$ cat config.mk
export PLATFORM = sky130hd
export DESIGN_NAME = spi_led_pwm
export DESIGN_NICKNAME = d
export VERILOG_FILES = /design/src/rtl/spi_led_pkg.sv /design/src/rtl/spi_led_sync.sv /design/src/rtl/spi_led_pwm.sv
export SDC_FILE = /design/constraint.sdc
export NUM_CORES = 1
export LEC_CHECK = 0
export CORE_AREA = 2 2 114 116
export CTS_CLUSTER_SIZE = 8
export DETAILED_ROUTE_END_ITERATION = 10
export DIE_AREA = 0 0 116 118
export PLACE_DENSITY = 0.5
export SLEW_MARGIN = 20
export SYNTH_ARGS = -nofsm -noshare
export SYNTH_HDL_FRONTEND = slang
export SYNTH_SLANG_ARGS = --single-unit
$ cat constraint.sdc
create_clock -name clk -period 1.7 [get_ports clk]
set_clock_uncertainty 0.05 [all_clocks]
set_input_delay 0.255 -clock clk [delete_from_list [all_inputs] [get_ports clk]]
set_output_delay 0.255 -clock clk [all_outputs]
set_load 0.1 [all_outputs]
$ cat src/rtl/spi_led_pkg.sv
// Shared definitions for the SPI-fed RGB LED PWM block: channel count,
// byte-sequencing states and the state-advance helper.
package spi_led_pkg;

    localparam int CHANNELS = 3;

    typedef enum logic [1:0] {
        ST_R = 2'd0,
        ST_G = 2'd1,
        ST_B = 2'd2
    } state_t;

    function automatic state_t next_state(input state_t s);
        case (s)
            ST_R:    return ST_G;
            ST_G:    return ST_B;
            default: return ST_R;
        endcase
    endfunction

endpackage

$ cat src/rtl/spi_led_sync.sv
// Two-flop synchroniser for a single asynchronous level into the clk domain.
module spi_led_sync (
    input  logic clk,
    input  logic nreset,
    input  logic async_in,
    output logic sync_out
);

    logic meta_reg;
    logic sync_reg;

    always_ff @(posedge clk) begin
        if (!nreset) begin
            meta_reg <= 1'b0;
            sync_reg <= 1'b0;
        end else begin
            meta_reg <= async_in;
            sync_reg <= meta_reg;
        end
    end

    assign sync_out = sync_reg;

endmodule

$ cat src/rtl/spi_led_pwm.sv
// SPI-fed RGB LED driver: bytes arrive as R,G,B frames, are shadowed, and are
// applied to three PWM channels at the counter wrap. SPI_LED_GAMMA_EN squares duties.
module spi_led_pwm
    import spi_led_pkg::*;
#(
    parameter int DATAWIDTH = 8
) (
    input  logic                 clk,
    input  logic                 nreset,
    input  logic [DATAWIDTH-1:0] data,
    input  logic                 data_rdy,
    input  logic                 nsel,
    output logic                 pwm_r,
    output logic                 pwm_g,
    output logic                 pwm_b,
    output logic                 frame_done
);

    logic                 rdy_sync;
    logic                 nsel_sync;
    logic                 rdy_prev_reg;
    state_t               state_reg;
    logic                 pending_reg;
    logic                 frame_done_reg;
    logic [DATAWIDTH-1:0] cnt_reg;
    logic                 byte_strobe;
    logic                 frame_cap;
    logic                 apply_frame;
    logic [CHANNELS-1:0]  pwm_vec;

    spi_led_sync u_sync_rdy (
        .clk      (clk),
        .nreset   (nreset),
        .async_in (data_rdy),
        .sync_out (rdy_sync)
    );

    spi_led_sync u_sync_nsel (
        .clk      (clk),
        .nreset   (nreset),
        .async_in (nsel),
        .sync_out (nsel_sync)
    );

    // Bytes are only accepted while the chip is selected.
    assign byte_strobe = rdy_sync & ~rdy_prev_reg & ~nsel_sync;
    assign frame_cap   = byte_strobe && (state_reg == ST_B);
    assign apply_frame = (cnt_reg == {DATAWIDTH{1'b1}}) && pending_reg;

    always_ff @(posedge clk) begin
        if (!nreset) begin
            state_reg      <= ST_R;
            rdy_prev_reg   <= 1'b0;
            pending_reg    <= 1'b0;
            frame_done_reg <= 1'b0;
            cnt_reg        <= '0;
        end else begin
            rdy_prev_reg   <= rdy_sync;
            cnt_reg        <= cnt_reg + 1'b1;
            frame_done_reg <= frame_cap;

            if (nsel_sync) begin
                state_reg <= ST_R;
            end else if (byte_strobe) begin
                state_reg <= next_state(state_reg);
            end

            // A frame finishing on the wrap cycle keeps pending set for the next wrap.
            if (frame_cap) begin
                pending_reg <= 1'b1;
            end else if (apply_frame) begin
                pending_reg <= 1'b0;
            end
        end
    end

    for (genvar gi = 0; gi < CHANNELS; gi++) begin : g_ch
        logic [DATAWIDTH-1:0] shadow_reg;
        logic [DATAWIDTH-1:0] duty_reg;
        logic [DATAWIDTH-1:0] duty_load;
        logic                 pwm_reg;

`ifdef SPI_LED_GAMMA_EN
        logic [2*DATAWIDTH-1:0] square;
        assign square    = {{DATAWIDTH{1'b0}}, shadow_reg} * {{DATAWIDTH{1'b0}}, shadow_reg};
        assign duty_load = square[2*DATAWIDTH-1:DATAWIDTH];
`else
        assign duty_load = shadow_reg;
`endif

        always_ff @(posedge clk) begin
            if (!nreset) begin
                shadow_reg <= '0;
                duty_reg   <= '0;
                pwm_reg    <= 1'b0;
            end else begin
                if (byte_strobe && (state_reg == state_t'(2'(gi)))) begin
                    shadow_reg <= data;
                end
                if (apply_frame) begin
                    duty_reg <= duty_load;
                end
                pwm_reg <= (cnt_reg < duty_reg);
            end
        end

        assign pwm_vec[gi] = pwm_reg;
    end

    assign pwm_r      = pwm_vec[0];
    assign pwm_g      = pwm_vec[1];
    assign pwm_b      = pwm_vec[2];
    assign frame_done = frame_done_reg;

endmodule
==> flow_summary.ini, run 1 <==
[critical_path]
crit_path_max_incr_delay_ns = 0.50
path_cells = ha_1 -> o2111a_1 -> a2111oi_1
end_kind = flop
critPathMaxFanout = 7
crit_required_ns = 1.85
crit_type = reg -> reg
cp.arrival_ns = 1.74
crit_slowest_cell = dfxtp_1
critPathLaunchType = flop

[pwr]
p_total_w = 0.00374
power.leakage_nw = 1.23
swShare = 0.217
p_seq_frac = 0.440
clockPowerShare = 0.489
pwr-share-comb = 0.070
power.density_nw_per_um2 = 991
vdd_drop_max_uv = 491
intPower_w = 0.00293
p_switching_w = 0.000809

[sta]
setup_viol = 0
timing.final.max_slew_violations = 0
relSlewSlack = 0.629
period_needed_ns = 1.59
period_share = 0.933
hold_viol = 0
rsz0062_at_grt = no
fin_ws_ns = 0.114
worst_slew_pin_slew_ns = 0.555
fmax_mhz = 630
tns_ns = 0

[clocking]
cts_tree = yes
clock-sinks = 68
root_buffer = clkbuf_16
h-tree-depth = 3
numCtsBuffers = 9
cts_setup_buffers = 0
clk_pin_slew_ns = 0.05
cts_buffer_depth = 2
clk-insertion-delay-late_ns = 0.32

[place]
io_buffers = 15
dpl_cell_area_um2 = 3460
hpwl_um = 5090
pre_cts_slack_ns = -0.0626
gp_congestion = 0.756
post-place-cells = 531

[logic_synthesis]
yosysTopAreaCell = dfxtp_1
yosys_most_used_dff = dfxtp_1
synth-seq-cells = 68
async_flop_share = 0
syn-num-nets = 387
synth_area_leaders = dfxtp_1, a21oi_1, ha_1
syn-instance-count = 353
ys_warn_count = 0
synthesis.area_um2 = 3050
synth_top_area_share = 0.447
synth_area_per_cell_um2 = 8.63
ys_seq_area_frac = 0.447
synth-edff-count = 0
synthDistinctLibCells = 34

[grt]
grt_pass1_vias = 2376
grt_pass1_wl_um = 12000
grt.met1_usage = 0.159
grt_max_degree = 26
grt_usage = 0.110
antenna_found_initial = 0
grt-busiest-layer = met2
grt_overflow = 0
grt.met3_usage = 0.0268
grtUsageMet2 = 0.160

[detailed_routing]
route.detailed.drc = 0
routedWlPerCell_um = 13.1
vias_per_cell = 4.59
routed-via-count = 2502
totalWireLength_um = 7130
drt_iter0_drc = 117
ant_nets = 0
first_pass_iters = 4

[floorplan]
coreArea_um2 = 12400
pin_count = 16
row_count = 41
start_util = 0.245
fp.dieW_um = 116
die-area_um2 = 13700
die_h_um = 118

[cells_and_area]
drive_above_1_share = 0.107
stdcell_area_um2 = 3770
antennaDiodeCount = 0
syn2layout_area_growth_pct = 23.8
layout.nets = 404
instances_no_fill = 545
fillers = 1359

[flow_run]
max_cap_viol_count = 0

[min_path]
hp-class = reg -> reg

[run_status]
status = completed
==> placed cells by master (no fill, tap or decap), types with 4 or more instances in the layout <==
cell / instances
clkdlybuf4s50_1: 11
nor2_1: 8
clkbuf_16: 9
nand3_1: 50
o21ai_0: 52
a21oi_1: 55
and2_1: 6
nor2b_1: 6
nand2_1: 4
dfxtp_1: 66
buf_4: 11
buf_12: 6
inv_1: 23
ha_1: 21
==> power by group through the flow <==
stage | clock network [W] | logic, W | registers (W)
after floorplan | 0 | 0.000102 | 0.00172
after global placement | 0 | 0.000256 | 0.00168
after global routing | 0.00194 | 0.000287 | 0.00165
after CTS | 0.00186 | 0.000257 | 0.00164
final | 0.00183 | 0.000263 | 0.00164
after detailed placement | 0 | 0.000257 | 0.00168
==> cell usage after synthesis, types with 2 or more instances <==
| cell type | n |
|---|---|
| nand4_1 | 2 |
| inv_1 | 23 |
| and4_1 | 2 |
| buf_4 | 6 |
| nor2_1 | 8 |
| a21oi_1 | 55 |
| mux2i_1 | 2 |
| buf_2 | 2 |
| nor2b_1 | 6 |
| nand2b_1 | 3 |
| clkbuf_2 | 2 |
| o211ai_1 | 3 |
| nand3_1 | 50 |
| a211oi_1 | 3 |
| nand2_1 | 4 |
| o21ai_0 | 53 |
| ha_1 | 22 |
| xor2_1 | 2 |
| clkbuf_1 | 11 |
| and2_1 | 6 |
| o2111a_1 | 3 |
| nor3b_1 | 3 |
| dfxtp_1 | 68 |
| a2111oi_0 | 3 |
| o31ai_1 | 2 |
==> metrics by stage <==
| step | hold WS (ns) | utilization |
|---|---|---|
| after floorplan | 0.327 | - |
| after global placement | 0.365 | 0.279 |
| after detailed placement | 0.372 | 0.279 |
| after CTS | 0.385 | 0.302 |
| after global routing | 0.394 | 0.304 |
| final | 0.382 | 0.304 |
==> cell families (layout without fill, tap and decap cells) <==
group                      after synthesis  in the layout  share of synthesized area
muxes                                    2              2                    0.00657
buffers and inverters                   46             66                     0.0690
and+or+nand+nor                         90             90                      0.162
DFF                                     68             68                      0.447
adders and majority gates               22             22                     0.0903
AOI/OAI and AO/OA                      122            122                      0.217
xor gates and xnor gates                 3              3                    0.00863
==> worst max-delay path, delay by kind of cell, from the launching register on <==
kind / cells / cell delay [ns]
AOI/OAI and AO/OA: 2 / 0.62
adders and majority gates: 1 / 0.29
DFF: 1 / 0.50
==> metal layers <==
layer	share of wire	up-vias
li1	-	1292
met1	0.51	1155
met2	0.43	44
met3	0.044	11
met4	0.015	0
met5	0	-
==> area by class of cell <==
cell class | count | area, um2 | area share
multi-input cells | 239 | 1490 | 0.395
flip-flops and latches | 68 | 1360 | 0.362
repair buffers | 29 | 324 | 0.0859
clock buffers | 12 | 256 | 0.0680
well taps | 172 | 215 | 0.0570
inverters | 23 | 86.3 | 0.0229
clock inverters | 2 | 35.0 | 0.00929
==> path summary, 6_finish.rpt <==
check | start | end | slack (ns) | depth (start not counted)
worst max register to register | cnt_reg[4] | pwm_g | 0.11 | 3
worst min register to register | u_sync_rdy.meta_reg | u_sync_rdy.sync_out | 0.38 | 1
worst max-delay path | cnt_reg[4] | pwm_g | 0.11 | 3
worst min-delay path | u_sync_rdy.meta_reg | u_sync_rdy.sync_out | 0.38 | 1
==> what timing repair did <==
action / CTS / global route
endpoints found under the hold margin: 0 / 0
resized for setup: 1 / 9
pin swaps: 0 / 2
setup endpoints to repair: 3 / 5
hold buffers: 0 / 0
(Power assumes the default switching activity.)
==> run 2: changes to the inputs <==
- CAP_MARGIN: unset -> 20
==> results of run 2 <==
No change in the layout: final DEF, timing and power equal those of run 1.
==> run 3: changes to the inputs <==
- CORE_AREA: 2 2 114 116 -> 2 2 82 84
- DIE_AREA: 0 0 116 118 -> 0 0 84 86
- PLACE_DENSITY: 0.5 -> 0.77
==> flow_summary.ini, run 3 (synthesized netlist as in run 1, its figures left out) <==
[run_status]
status = completed

[sta]
rsz0062_at_grt = no
fmax_mhz = 624
timing.final.max_slew_violations = 0
fin_ws_ns = 0.0967
period_share = 0.943
period_needed_ns = 1.60
relSlewSlack = 0.614
hold_viol = 0
worst_slew_pin_slew_ns = 0.578
timing.hold.ws_ns = 0.391
setup_viol = 0

[clocking]
cts_setup_buffers = 0
clk-insertion-delay-late_ns = 0.34
cts_tree = yes
root_buffer = clkbuf_8
clk_pin_slew_ns = 0.07
clock-sinks = 68
cts_buffer_depth = 2
h-tree-depth = 3
numCtsBuffers = 9
hold_buffers = 0

[pwr]
power.density_nw_per_um2 = 875
vdd_drop_max_uv = 685
power.leakage_nw = 1.17

[floorplan]
coreArea_um2 = 6280
pin_count = 16
start_util = 0.485
row_count = 29
die_h_um = 86
fp.dieW_um = 84
die-area_um2 = 7220

[place]
gp_congestion = 0.840
pre_cts_slack_ns = -0.103
io_buffers = 15
post-place-cells = 436
hpwl_um = 4660
dpl_cell_area_um2 = 3330

[detailed_routing]
route.detailed.drc = 0
routedWlPerCell_um = 14.8
ant_nets = 0
first_pass_iters = 4
drt_iter0_drc = 161
routed-via-count = 2539
totalWireLength_um = 6670
vias_per_cell = 5.63

[cells_and_area]
fillers = 586
antennaDiodeCount = 0
instances_no_fill = 451
stdcell_area_um2 = 3520
multi_input_area_um2 = 1500
drive_above_1_share = 0.107
final_common_cell = dfxtp_1
layout.nets = 404
syn2layout_area_growth_pct = 15.6
final_cell_mix = dfxtp_1, a21oi_1, o21ai_0
seqCellArea_um2 = 1360

[grt]
grt_usage = 0.196
grt_max_degree = 26
antenna_found_initial = 0
grt_overflow = 0
grt_pass1_vias = 2359
grt_pass1_wl_um = 11000

[critical_path]
crit_path_max_incr_delay_ns = 0.49
cp.arrival_ns = 1.78
critPathLaunchType = flop
path_cells = ha_1 -> o2111a_1 -> a2111oi_1
reg2reg_depth = 3
crit_required_ns = 1.87
timing.rr.start = cnt_reg[4]
crit_slowest_cell = dfxtp_1
worst-r2r-setup-slack_ns = 0.1
r2r-end = pwm_b
end_kind = flop
crit_type = reg -> reg
critPathMaxFanout = 7

[flow_run]
max_cap_viol_count = 0

[min_path]
min_delay_path_depth = 1
hp-start = u_sync_rdy.meta_reg
holdPathEnd = u_sync_rdy.sync_out
hp-class = reg -> reg
==> run 3: worst max-delay path by stage <==
stage                     from  endpoint  slack (ns)  cells after the start
global placement    cnt_reg[3]     pwm_r        0.19                      4
global route        cnt_reg[6]     pwm_b        0.01                      4
floorplan           cnt_reg[3]     pwm_b        0.21                      4
detailed placement  cnt_reg[3]     pwm_g       -0.10                      4
finish              cnt_reg[4]     pwm_b         0.1                      3
CTS                 cnt_reg[3]     pwm_g        0.02                      4
==> run 3: through the flow <==
step           total power, W   util  TNS [ns]
3_5_place_dp          0.00193  0.530    -0.103
5_1_grt               0.00320  0.561         0
2_1_floorplan         0.00182      -         0
3_3_place_gp          0.00193  0.530         0
4_1_cts               0.00309  0.558         0
6_report              0.00308  0.561         0
==> run 3: critical path, delay by kind of cell (launching register included) <==
kind / cells / cell delay (ns)
AO/OA/AOI/OAI: 2 / 0.65
flip-flops: 1 / 0.49
adder cells (fa/ha/maj): 1 / 0.29
==> run 3: area by class of cell <==
class,instances,share of cell area
clock inverters,2,0.00284
multi-input cells,239,0.425
well taps,77,0.0274
repair buffers,29,0.0885
inverters,23,0.0245
clock buffers,13,0.0451
flip-flops and latches,68,0.387
==> run 3: report_power, final <==
group / total, W / switching, W / internal [W] / leakage, nW
Sequential: 0.00164 / 0.0000231 / 0.00162 / 0.551
Combinational: 0.000262 / 0.000151 / 0.000111 / 0.535
Clock: 0.00118 / 0.000581 / 0.000598 / 0.0893
==> run 3: repair_timing <==
| action | CTS | global route |
|---|---|---|
| cloned | 0 | 0 |
| pin swaps | 0 | 2 |
| setup endpoints to repair | 1 | 17 |
| gates resized for setup | 2 | 8 |
==> run 3: routing by layer <==
layer	up-vias	part of all wire	global-route usage
met2	59	0.47	0.293
met1	1171	0.46	0.261
met5	-	0	0
li1	1296	-	-
met3	13	0.051	0.0520
met4	0	0.024	0.101
